`config.mk`:
```
export PLATFORM = sky130hd
export DESIGN_NAME = ser2para_rx
export DESIGN_NICKNAME = d
export VERILOG_FILES = /design/src/rtl/rx_pkg.sv /design/src/rtl/ser_bit_timing.sv /design/src/rtl/ser2para_rx.sv
export SDC_FILE = /design/constraint.sdc
export NUM_CORES = 1
export LEC_CHECK = 0
export ABC_AREA = 1
export CORE_ASPECT_RATIO = 0.5
export CORE_UTILIZATION = 60
export CTS_CLUSTER_DIAMETER = 120
export DETAILED_ROUTE_END_ITERATION = 8
export PLACE_DENSITY = 0.85
export SYNTH_ARGS = -nofsm -noshare
export SYNTH_HDL_FRONTEND = slang
export SYNTH_HIERARCHICAL = 1
export SYNTH_SLANG_ARGS = --single-unit
```
`constraint.sdc`:
```
create_clock -name clk -period 5.5 [get_ports clk]
set_input_delay 0.825 -clock clk [delete_from_list [all_inputs] [get_ports clk]]
set_output_delay 0.825 -clock clk [all_outputs]
set_load 0.05 [all_outputs]
```
`src/rtl/rx_pkg.sv`:
```
// Shared constants and state type for the serial-to-parallel frame receiver.
package rx_pkg;
  localparam int FRAME_W = 40;
  localparam int HEAD_W = 8;
  localparam int DIV_W = 14;
  localparam int DIV_DEF = 10000;
  localparam logic [HEAD_W-1:0] HEAD_DEF = 8'hA5;

  typedef enum logic {
    HUNT   = 1'b0,
    LOCKED = 1'b1
  } state_t;
endpackage

```
`src/rtl/ser_bit_timing.sv`:
```
// Bit-clock recovery: synchronizes the serial line, re-centres the symbol
// counter on every transition and flags the mid-bit sample point.
module ser_bit_timing
  import rx_pkg::*;
#(
  parameter int DIV = DIV_DEF
) (
  input  logic clk,
  input  logic rst_n,
  input  logic ser_i,
  output logic ser_s,
  output logic sample_en
);
  localparam logic [DIV_W-1:0] DIV_LAST = DIV_W'(DIV - 1);
  localparam logic [DIV_W-1:0] SAMPLE_PT = DIV_W'(DIV / 2 - 1);

  logic ser_m;
  logic ser_d;
  logic edge_det;
  logic [DIV_W-1:0] div_cnt;

  always_ff @(posedge clk or negedge rst_n) begin
    if (!rst_n) begin
      ser_m <= 1'b0;
      ser_s <= 1'b0;
      ser_d <= 1'b0;
    end else begin
      ser_m <= ser_i;
      ser_s <= ser_m;
      ser_d <= ser_s;
    end
  end

  assign edge_det = ser_s ^ ser_d;

  // A transition restarts the bit period so the sample stays centred under jitter.
  always_ff @(posedge clk or negedge rst_n) begin
    if (!rst_n) begin
      div_cnt <= '0;
    end else if (edge_det) begin
      div_cnt <= '0;
    end else if (div_cnt == DIV_LAST) begin
      div_cnt <= '0;
    end else begin
      div_cnt <= div_cnt + 1'b1;
    end
  end

  assign sample_en = (div_cnt == SAMPLE_PT) && !edge_det;
endmodule

```
`src/rtl/ser2para_rx.sv`:
```
// Frame receiver: shifts sampled bits MSB-first, hunts for the header,
// then checks every 40th bit for the header while locked.
module ser2para_rx
  import rx_pkg::*;
#(
  parameter int DIV = DIV_DEF,
  parameter logic [HEAD_W-1:0] HEAD = HEAD_DEF,
  parameter logic [1:0] MISS_MAX = 2'd3
) (
  input  logic clk,
  input  logic rst_n,
  input  logic ser_i,
  output logic [FRAME_W-1:0] para_o,
  output logic para_valid,
  output logic locked
);
  localparam logic [5:0] FILL_FULL = 6'd40;
  localparam logic [5:0] LAST_BIT = 6'd39;

  logic ser_s;
  logic sample_en;

  state_t state_q, state_n;
  logic [FRAME_W-1:0] sh_q, sh_n, sh_next;
  logic [FRAME_W-1:0] para_q, para_n;
  logic [5:0] fill_q, fill_n;
  logic [5:0] bit_q, bit_n;
  logic [1:0] miss_q, miss_n;
  logic valid_q, valid_n;
  logic locked_q;
  logic hit;

  ser_bit_timing #(.DIV(DIV)) u_timing (
    .clk       (clk),
    .rst_n     (rst_n),
    .ser_i     (ser_i),
    .ser_s     (ser_s),
    .sample_en (sample_en)
  );

  assign sh_next = {sh_q[FRAME_W-2:0], ser_s};
  assign hit = (sh_next[FRAME_W-1:FRAME_W-HEAD_W] == HEAD);

  always_comb begin
    state_n = state_q;
    para_n  = para_q;
    bit_n   = bit_q;
    miss_n  = miss_q;
    valid_n = 1'b0;
    sh_n    = sample_en ? sh_next : sh_q;
    fill_n  = (sample_en && (fill_q != FILL_FULL)) ? fill_q + 6'd1 : fill_q;
    case (state_q)
      HUNT: begin
        if (sample_en && (fill_q >= LAST_BIT) && hit) begin
          para_n  = sh_next;
          valid_n = 1'b1;
          bit_n   = '0;
          miss_n  = '0;
          state_n = LOCKED;
        end
      end
      LOCKED: begin
        if (sample_en) begin
          if (bit_q == LAST_BIT) begin
            bit_n = '0;
            if (hit) begin
              para_n  = sh_next;
              valid_n = 1'b1;
              miss_n  = '0;
            end else begin
              miss_n = miss_q + 2'd1;
              // fill_cnt is already saturated, so hunting resumes on the next sample
              if ((miss_q + 2'd1) == MISS_MAX) state_n = HUNT;
            end
          end else begin
            bit_n = bit_q + 6'd1;
          end
        end
      end
      default: state_n = HUNT;
    endcase
  end

  always_ff @(posedge clk or negedge rst_n) begin
    if (!rst_n) begin
      state_q  <= HUNT;
      sh_q     <= '0;
      para_q   <= '0;
      fill_q   <= '0;
      bit_q    <= '0;
      miss_q   <= '0;
      valid_q  <= 1'b0;
      locked_q <= 1'b0;
    end else begin
      state_q  <= state_n;
      sh_q     <= sh_n;
      para_q   <= para_n;
      fill_q   <= fill_n;
      bit_q    <= bit_n;
      miss_q   <= miss_n;
      valid_q  <= valid_n;
      locked_q <= (state_n == LOCKED);
    end
  end

  assign para_o = para_q;
  assign para_valid = valid_q;
  assign locked = locked_q;
endmodule

```
======== Yosys cells after proc, flatten, opt, wreduce, memory -nomap -nowiden ========
Index checks and enable logic that the tools add are counted.
storage, ports and cells
  memories kept ........................... 0
  output and inout port bits .............. 42
  word-level logic and storage cells ...... 62
  bits in read-only memories .............. 0
  latch bits .............................. 0
  bits in writable memories ............... 0
  register bits ........................... 112
cells by class
  shift-type cells ........................ 0
  reductions and logical operators ........ 8
  multiplexer cells ....................... 26
  bitwise operators ....................... 2
  equality and inequality tests ........... 10
  div/mod/pow operators ................... 0
  $lt $le $gt $ge ......................... 1
  add/sub/neg operators ................... 4
  $mul .................................... 0
operators by type and width
  operator                                                                 count
  40-bit 2-to-1 mux                                                        4
  40-bit one-hot mux with 2 select lines                                   1
  14-bit 2-to-1 mux                                                        2
  6-bit 2-to-1 mux                                                         3
  14-bit by 1-bit adder with 14-bit output, second input constant          1
  14-bit by 13-bit equality test with 1-bit output, second input constant  1
  14-bit equality test, second input constant                              1
  6-bit by 1-bit adder with 6-bit output, second input constant            2
  6-bit one-hot mux with 2 select lines                                    1
  8-bit equality test, second input constant                               1
  1-bit 2-to-1 mux                                                         8
  2-bit 2-to-1 mux                                                         4
  6-bit equality test, second input constant                               1
  6-bit greater-or-equal comparator, second input constant                 1
  6-bit != test, second input constant                                     1
  1-bit logical AND                                                        4
  2-bit by 1-bit != test with 1-bit output, second input constant          2
  2-bit != test, second input constant                                     2
  1-bit one-hot mux with 2 select lines                                    2
  2-bit one-hot mux with 2 select lines                                    1
  4-bit AND reduction                                                      1
  3-bit AND reduction                                                      1
  2-bit by 1-bit adder with 2-bit output, second input constant            1
  2-bit equality test, second input constant                               1
  other kinds (4)                                                          4

======== Longest topological paths before layout ========
Gate-level depths: netlist (run 1).
  depth after elaboration ................. 7
  depth in mapped cells ................... 14
  depth with buffers taken out ............ 12

======== Modules after synthesis ========
Netlist (run 1), hierarchy kept.
modules (own cells, without submodules)
  module          times used  area an instance (µm²)  cells an instance
  ser2para_rx     1           3836.2                  409
  ser_bit_timing  1           899.6                   116

======== Worst setup path before layout (run 1) ========
OpenSTA, ideal clock, no wires.
  kind .................................... register to register
  start point ............................. register u_timing.div_cnt[0]
  end point ............................... register para_q[0], in the netlist para_o[0]
  clock period less this slack ............ 2130 ps
  data arrival time ....................... 2010 ps
  path slack .............................. 3370 ps
  setup time .............................. 119 ps
  data required time ...................... 5381 ps
  cell stages (with the launch flop) ...... 15
  path through ............................ dfrtp_1 -> ha_1 -> nand2_1 -> nor3_1 -> nand3_1 -> nor3_1 -> buf_4 -> nand2_2 -> inv_2 -> nand4_1 -> nand2_4 -> nand2_4 -> buf_6 -> nand2_1 -> nand2_1
between the ends
  longest elaborated chain between the ends .. 6
  elaborated cells between the ends (all ways) .. 7
ends and longest elaborated chain
  what                                                RTL line              text
  from (decl)                                         ser_bit_timing.sv:20  logic [DIV_W-1:0] div_cnt;
  from (signal assigned)                              ser_bit_timing.sv:45  div_cnt <= div_cnt + 1'b1;
  14-bit by 13-bit equality test with 1-bit output *  ser_bit_timing.sv:49  assign sample_en = (div_cnt == SAMPLE_PT) && !edge_det;
  1-bit logical AND *                                 ser_bit_timing.sv:49
  via sample_en                                       ser2para_rx.sv:21     logic sample_en;
  1-bit logical AND (2 in a row)                      ser2para_rx.sv:54     if (sample_en && (fill_q >= LAST_BIT) && hit) begin
  2-bit != test (no line)                             n/a
  4-bit AND reduction (no line) *                     n/a
  to (signal assigned)                                ser2para_rx.sv:97     para_q <= para_n;
  to (decl)                                           ser2para_rx.sv:25     logic [FRAME_W-1:0] para_q, para_n;
The timed path passes the listed nets; every way through them passes the cells marked *.
A chain may end at the register's enable or synchronous reset.

======== Final worst setup path (run 1) ========
  start point ............................. register u_timing.div_cnt[0]
  end point ............................... register para_q[33], in the netlist para_o[33]
The elaborated chain is that of the path after synthesis.

==> impl_summary.md, run 1 <==
Outcome
The run finished with clean final reports.

Power
The worst IR drop on VDD is 0.163 mV. The power per cell area is 274 nW/um2. The analysis attributes to cell leakage a power of 2.67 nW. The design draws 1.51 mW.

Place
In this run the tool buffered the top-level ports with 44 buffer cells. The placed instances occupy a cell area of 5210 um2. The detailed-placement wirelength estimate is 5920 um.

Routability-driven placement finished with a final weighted congestion of 0.900.

Synthesis
The biggest area contributor in the post-synthesis netlist is sky130_fd_sc_hd__dfrtp_1. The total nets after synthesis is 534. In this run, synthesis inferred 0 flip-flops with an integrated enable. The cell area after synthesis is 4740 um2. In the synthesized netlist, the cells that appear most often are sky130_fd_sc_hd__nand2_1, sky130_fd_sc_hd__dfrtp_1, sky130_fd_sc_hd__inv_1. The portion of the post-synthesis area used by sequential elements is 0.592.

The post-synthesis sequential element count is 112. The most frequently used cell type in the post-synthesis netlist is sky130_fd_sc_hd__nand2_1. The share of synthesized area in the top cell type comes to 0.592.

The most frequently used flop master after synthesis is sky130_fd_sc_hd__dfrtp_1. The unique cell type count in the Yosys netlist is 27. Sorting the synthesized cells by area gives the leading types as sky130_fd_sc_hd__dfrtp_1, sky130_fd_sc_hd__nand2_1, sky130_fd_sc_hd__nand3_1. The cell count after synthesis is 525.

The count of synthesis-stage warnings from yosys is 6. The async set-reset flop share out of synthesis is 1.00. The synthesized area per cell is 9.02 um2.

Die
In this run the vertical extent of the chip is 64.8 um. The top-level port count is 45. The area of the core region is 7490 um2. The die is 128 um wide. The effective utilization at floorplan is 0.633.

The floorplan has 22 rows. The floorplan step defined a die boundary enclosing 8270 um2.

Setup path
The critical path goes through ha_1 > nand2_1 > nor3_1 > nand3_1 > nor3_2 > buf_4 > inv_2 > nor3_2 > nand3_2 > nand2_4 > nand2_4 > inv_2 > nor2_1. Across all register-to-register paths, the minimum setup slack is 2.01 ns. The worst-path cell with the longest stage delay is sky130_fd_sc_hd__buf_4. The nature of the critical path endpoint is a flop. Data on the critical path is required at its endpoint by 5.73 ns.

The destination of the worst register-to-register timing path is para_o[33]. The startpoint type of the worst setup path is a flop. The largest stage delay on the critical path is 0.43 ns.

The count of cells along the worst register-to-register path is 13. The highest net fanout along the worst path is 46. The critical path starts at u_timing/div_cnt[0]. The data arrival time of the worst path is 3.72 ns. The kind of critical path is reg2reg. The startpoint of the lowest-slack register-to-register path is u_timing/div_cnt[0].

Clock tree
The TritonCTS clock tree is yes. The root cell of the clock tree is sky130_fd_sc_hd__clkbuf_16. In this run the post-CTS setup repair buffer count came out at 0. The worst-case clock buffer depth is 2. The source-to-sink clock delay at the later pin of the worst-skew pair is 0.35 ns. Clock-pin slew was measured on the worst setup and hold paths at 0.07 ns.

The maximum level of the CTS H-tree is 3. The clock drives 112 sinks. In this run, post-CTS hold repair placed 0 buffers. Once the clock tree was built, the resizer swapped 0 gates to a different size. The TritonCTS buffer count is 9.

Finish
The post-layout net count is 572. The total of fill cells in the finished design is 531. The ratio of cells with drive above 1 in the final layout is 0.0601. The area growth from synthesis to layout is 16.3%. 0 antenna diodes ended up in the layout. The post-layout instance area is 5510 um2. Measured on the finished design, the core utilization comes to 0.736.

Hold path
The worst hold path terminates at u_timing/ser_s. The worst min-delay path startpoint is u_timing/ser_m. Counting instances, the worst hold path has a depth of 0. The path type of the worst min-delay path is reg2reg.

GRT
The via count of the first global-routing pass was 3524. The total congestion overflow is 0. For met2 alone, demand over resource in global routing was 0.430. The initial antenna violation count is 0. The aggregate global-route resource usage is 0.254. The global routing stage identified its most utilized layer as met2. Entering global routing, the biggest net connects 69 pins. For this run, global-route usage on met1 was measured as 0.319. For this run, global-route usage on met3 was measured as 0.0727. The first global-routing pass estimated 16000 um of wire.

Timing
The measured slew at the worst slew-check pin is 1.24 ns. The final sum of negative setup slack is 0 ns. The largest clock skew in the final design is 0.00637 ns. Of the available clock period, the critical path in the final layout requires 0.634. For this run, the top clock speed supported by timing is 287 MHz.

Measured against its own limit, the worst slew margin works out to 0.174. The routed design could run at a clock period as short as 3.49 ns. The count of endpoints failing setup in the final report is 0. The number of hold violations in the final report was 0. Setup repair after global routing left no endpoint under its margin. The final count of pins violating max slew is 0.

Route
After detailed routing, the number of remaining DRC violations is 0. The routed wire length is 9110 um. Dividing the detail-routed wire length by the instance count gives 13.5 um. The number of routed nets with antenna violations is 0. The vias after detailed routing is 3619. For this block, the initial DRC count from the detailed router was 305. The post-detailed-route via-to-cell ratio is 5.37. The first TritonRoute pass finished after 5 iterations.

Job
The tool flagged a number of max-cap violations equal to 0.
-- flip-flops by register name, indices dropped and copies added, names as in the netlist, 2 cells and up --
| register | flops |
|---|---|
| bit_q | 6 |
| fill_q | 6 |
| miss_q | 2 |
| para_o | 40 |
| sh_q | 39 |
| u_timing/div_cnt | 14 |
-- critical path: cells and delay by family, from the launching register on --
family / cells / cell delay [ns]
fa+ha+maj: 1 / 0.21
flops: 1 / 0.37
simple gates: 9 / 1.74
buf+inv: 3 / 1.01
-- cell families after synthesis --
logic type      synth area share
xor+xnor                  0.0238
buf+inv                   0.0703
compound gates            0.0550
simple gates               0.243
flops                      0.592
fa+ha+maj                 0.0159
-- metal layers --
layer / up-vias / routed length, um
li1: 1738 / -
met1: 1786 / 4060
met2: 83 / 4500
met3: 12 / 437
met4: 0 / 110
met5: - / 0
-- metrics by stage --
stage / setup WS, ns / std cells / hold slack (ns)
global placement: 2.29 / 660 / 0.343
global route: 1.69 / 674 / 0.367
CTS: 2.04 / 674 / 0.366
floorplan: 3.37 / 525 / 0.331
detailed placement: 2.13 / 660 / 0.345
finish: 2.01 / 674 / 0.362
-- cell usage in the layout, fill, tap and decap left out --
cell,Yosys,layout
sky130_fd_sc_hd__xnor2_2,1,1
sky130_fd_sc_hd__clkbuf_8,0,2
sky130_fd_sc_hd__inv_1,54,54
sky130_fd_sc_hd__nand4_1,11,11
sky130_fd_sc_hd__nand2_4,2,2
sky130_fd_sc_hd__nor3_1,7,6
sky130_fd_sc_hd__bufinv_16,0,1
sky130_fd_sc_hd__nand2_1,150,150
sky130_fd_sc_hd__nand3_1,48,48
sky130_fd_sc_hd__nor3_2,1,2
sky130_fd_sc_hd__clkdlybuf4s50_1,0,43
sky130_fd_sc_hd__a21oi_1,3,3
sky130_fd_sc_hd__xor2_1,10,10
sky130_fd_sc_hd__nor2_2,2,2
sky130_fd_sc_hd__clkinv_2,0,1
sky130_fd_sc_hd__xnor2_1,1,1
sky130_fd_sc_hd__o21ai_0,44,44
sky130_fd_sc_hd__clkbuf_16,0,9
sky130_fd_sc_hd__clkinvlp_4,0,1
sky130_fd_sc_hd__nor2_4,1,1
sky130_fd_sc_hd__a31oi_1,2,2
sky130_fd_sc_hd__o22ai_1,2,2
sky130_fd_sc_hd__nand2_2,4,4
sky130_fd_sc_hd__nor2_1,39,39
sky130_fd_sc_hd__buf_4,4,3
sky130_fd_sc_hd__nand3_2,1,1
sky130_fd_sc_hd__ha_1,6,6
sky130_fd_sc_hd__nor3b_1,1,1
sky130_fd_sc_hd__dfrtp_1,112,112
sky130_fd_sc_hd__inv_2,4,4
-- layout make-up --
type	count	area [um2]	area share
Timing Repair Buffer	46	453	0.0822
Tap cell	108	135	0.0245
Multi-Input combinational cell	336	1610	0.291
Inverter	58	218	0.0395
Clock buffer	11	253	0.0459
Clock inverter	3	42.5	0.00772
Sequential cell	112	2800	0.509
-- worst max path at each step --
stage / slack [ns] / to / cells after the start
floorplan: 3.37 / para_o[0] / 14
finish: 2.01 / para_o[33] / 13
global placement: 2.29 / para_o[36] / 13
detailed placement: 2.13 / para_o[36] / 13
global route: 1.69 / para_o[29] / 13
CTS: 2.04 / para_o[33] / 13
-- where the power goes --
group	total, mW	switching [mW]	internal (mW)
combinational	0.0300	0.0236	0.00644
clock	0.648	0.276	0.372
sequential	0.832	0.00411	0.828
total	1.51	0.303	1.21
No activity file was read; power rests on OpenSTA's default activity.
==> run 2, diff against run 1 <==
--- a/config.mk
+++ b/config.mk
@@ -7,10 +7,10 @@
 export LEC_CHECK = 0
 export ABC_AREA = 1
 export CORE_ASPECT_RATIO = 0.5
-export CORE_UTILIZATION = 60
+export CORE_UTILIZATION = 57
 export CTS_CLUSTER_DIAMETER = 120
 export DETAILED_ROUTE_END_ITERATION = 8
-export PLACE_DENSITY = 0.85
+export PLACE_DENSITY = 0.81
 export SYNTH_ARGS = -nofsm -noshare
 export SYNTH_HDL_FRONTEND = slang
 export SYNTH_HIERARCHICAL = 1
==> constraint.sdc (replaced) <==
create_clock -name clk -period 3.65 [get_ports clk]
set_input_delay 0.5475 -clock clk [delete_from_list [all_inputs] [get_ports clk]]
set_output_delay 0.5475 -clock clk [all_outputs]
set_load 0.05 [all_outputs]
==> run 2 against run 1 <==
  * Via count down 1.9%
  * Setup slack worse by 1.5 ns
  * Sequential power up 50%
  * Critical path depth down 1
  * Clock skew about the same
  * Combinational power up 59%
  * Critical endpoint is now para_o[18]
  * Largest cell class unchanged
==> impl_summary.md, run 2 (synthesized netlist as in run 1, its figures left out) <==
Timing
The final count of pins violating max slew is 0. The worst path meets setup with 0.556 ns of slack. The number of hold violations in the final report is 0. The worst path needs 3.09 ns of the cycle, external delays included. Static timing analysis puts the maximum clock frequency at 323 MHz. Headroom to the max-slew limit came out at 0.480. After routing, the total negative slack on setup checks comes to 0 ns. Setup repair after global routing left no endpoint under its margin.

The count of endpoints failing setup in the final report is 0. The post-route fraction of the period consumed by the critical path is 0.848. At the pin with the least slew margin, the transition time is 0.781 ns.

The largest clock skew in the final design is 0.00595 ns.

Die
The top-level port count is 45. In this run the vertical extent of the chip is 66.5 um. The effective utilization at floorplan is 0.590.

In this run the core area contains 23 standard-cell rows. The area of the core region is 8030 um2. The die area is 8700 um2. In this run the horizontal extent of the chip is 131 um.

Clock tree
The number of clock buffers added by TritonCTS is 9. Clock-pin slew was measured on the worst setup and hold paths at 0.07 ns. The worst-case clock buffer depth is 2. The number of sinks on the clock net is 112. Once the clock tree was built, the setup fixing pass inserted 0 buffers. The tree is rooted in a sky130_fd_sc_hd__clkbuf_16. TritonCTS built the clock tree.

The number of gates resized after CTS is 0. The maximum level of the CTS H-tree is 3. The source-to-sink clock delay at the later pin of the worst-skew pair is 0.35 ns.

The number of buffers inserted for hold repair after clock tree synthesis is 0.

GRT
The initial antenna violation count is 0. The first-pass GRT wire length is 15300 um. The total overflow left after global routing is 0. The via count of the first global-routing pass was 3326.

Entering global routing, the biggest net connects 62 pins. In the global route stage, overall resource usage came out at 0.236.

Setup path
At the worst endpoint, the required time is 3.89 ns. The data arrival time of the worst path is 3.33 ns. The nature of the critical path endpoint is a flop. The worst setup path is of the reg2reg kind. STA classifies the critical path startpoint as a flop. The highest net fanout along the worst path is 40.

Route
Once detail routing completed, the nets flagged for antenna violations numbered 0. The routed wire length is 9160 um. For this run, the detailed router's first-pass iteration total came to 5. The wire length per cell after detailed routing is 13.4 um.

For this run, design rule violations remaining after detail routing come to 0. The routed layout has 3552 vias. For this block, the initial DRC count from the detailed router was 316. Using the TritonRoute via totals, the vias-per-cell ratio works out to 5.22.

Outcome
The run finished with clean final reports.

Finish
The register with the most flip-flops in the layout has 40 of them. Leaving out fill and tap cells, the most frequent cells in the layout are sky130_fd_sc_hd__nand2_1, sky130_fd_sc_hd__dfrtp_1, sky130_fd_sc_hd__inv_1. Excluding fillers, the count of instances in the completed layout stands at 681. The number of antenna diodes in the final layout is 0. Of the cells placed in the final design, the portion with a size suffix greater than 1 is 0.0633. The post-layout net count is 573.

The area added between synthesis and finish is 17.9%. The most common cell after layout, fill and taps aside is sky130_fd_sc_hd__nand2_1. After routing the design area is 5590 um2.

Place
At the end of routability-driven placement, the weighted congestion stood at 0.924. The detailed-placement wirelength estimate is 5880 um. The count of buffers added on input and output ports is 44. After detailed placement, the design holds a cell count of 665.

The placement-stage cell area is 5240 um2. The worst setup slack after placement is 0.615 ns.

Power
The power per cell area is 434 nW/um2. The analysis attributes to cell leakage a power of 2.71 nW. The worst IR drop on VDD is 0.240 mV.

Hold path
The path type of the worst min-delay path is in2async.

Job
The max capacitance violation total is 0.
==> run 2: cell count changes in the layout (fill, tap and decap cells not counted), sizes merged <==
cell	previous run	this run
clkinv	1	2
buf	3	4
bufinv	1	3
clkinvlp	1	0
==> run 2: cell type report <==
cell class                      count  area (um2)
Multi-Input combinational cell    336        1610
Clock buffer                       11         243
Clock inverter                      5         104
Fill cell                         586        2440
Sequential cell                   112        2800
Inverter                           58         218
Tap cell                          112         140
Timing Repair Buffer               47         473
==> run 2: report_power, final <==
group | leakage (nW) | internal [mW] | switching (mW)
Clock | 0.170 | 0.690 | 0.433
Sequential | 1.56 | 1.25 | 0.00548
Combinational | 0.981 | 0.0112 | 0.0366
==> run 2: layer usage <==
metal,vias up,global-route usage,wire length [um]
li1,1742,-,-
met1,1713,0.307,4280
met2,83,0.378,4270
met3,14,0.0731,471
met4,0,0.0805,139
met5,-,0,0
==> run 2: path summary, 6_finish.rpt <==
path | from | to | slack (ns) | cells past startpoint
worst max-delay path | u_timing/div_cnt[0] | para_o[18] | 0.56 | 12
worst min-delay path | rst_n | u_timing/div_cnt[12] | 0.28 | 1
worst max register to register | u_timing/div_cnt[0] | para_o[18] | 0.56 | 12
worst min register to register | u_timing/ser_m | u_timing/ser_s | 0.35 | 0
max in group asynchronous | rst_n | para_o[23] | 2.64 | 2
min in group clk | u_timing/ser_m | u_timing/ser_s | 0.35 | 0
==> run 2: metrics by stage <==
step	util	power (mW)	hold slack, ns
3_5_place_dp	0.652	1.33	0.340
6_report	0.696	2.42	0.281
2_1_floorplan	-	1.29	0.252
3_3_place_gp	0.652	1.32	0.341
4_1_cts	0.696	2.44	0.306
5_1_grt	0.696	2.49	0.349
==> run 2: critical path: stages (launching register included) <==
cell                      delay, ns
sky130_fd_sc_hd__dfrtp_1       0.37
sky130_fd_sc_hd__ha_1          0.19
sky130_fd_sc_hd__nand2_1       0.16
sky130_fd_sc_hd__nor3_1        0.16
sky130_fd_sc_hd__nand3_1       0.11
sky130_fd_sc_hd__nor3_2        0.29
sky130_fd_sc_hd__inv_2         0.33
sky130_fd_sc_hd__nor3_2        0.21
sky130_fd_sc_hd__nand3_2       0.19
sky130_fd_sc_hd__nand2_4       0.36
sky130_fd_sc_hd__nand2_4       0.33
sky130_fd_sc_hd__nand2_1       0.16
sky130_fd_sc_hd__nand2_1       0.07
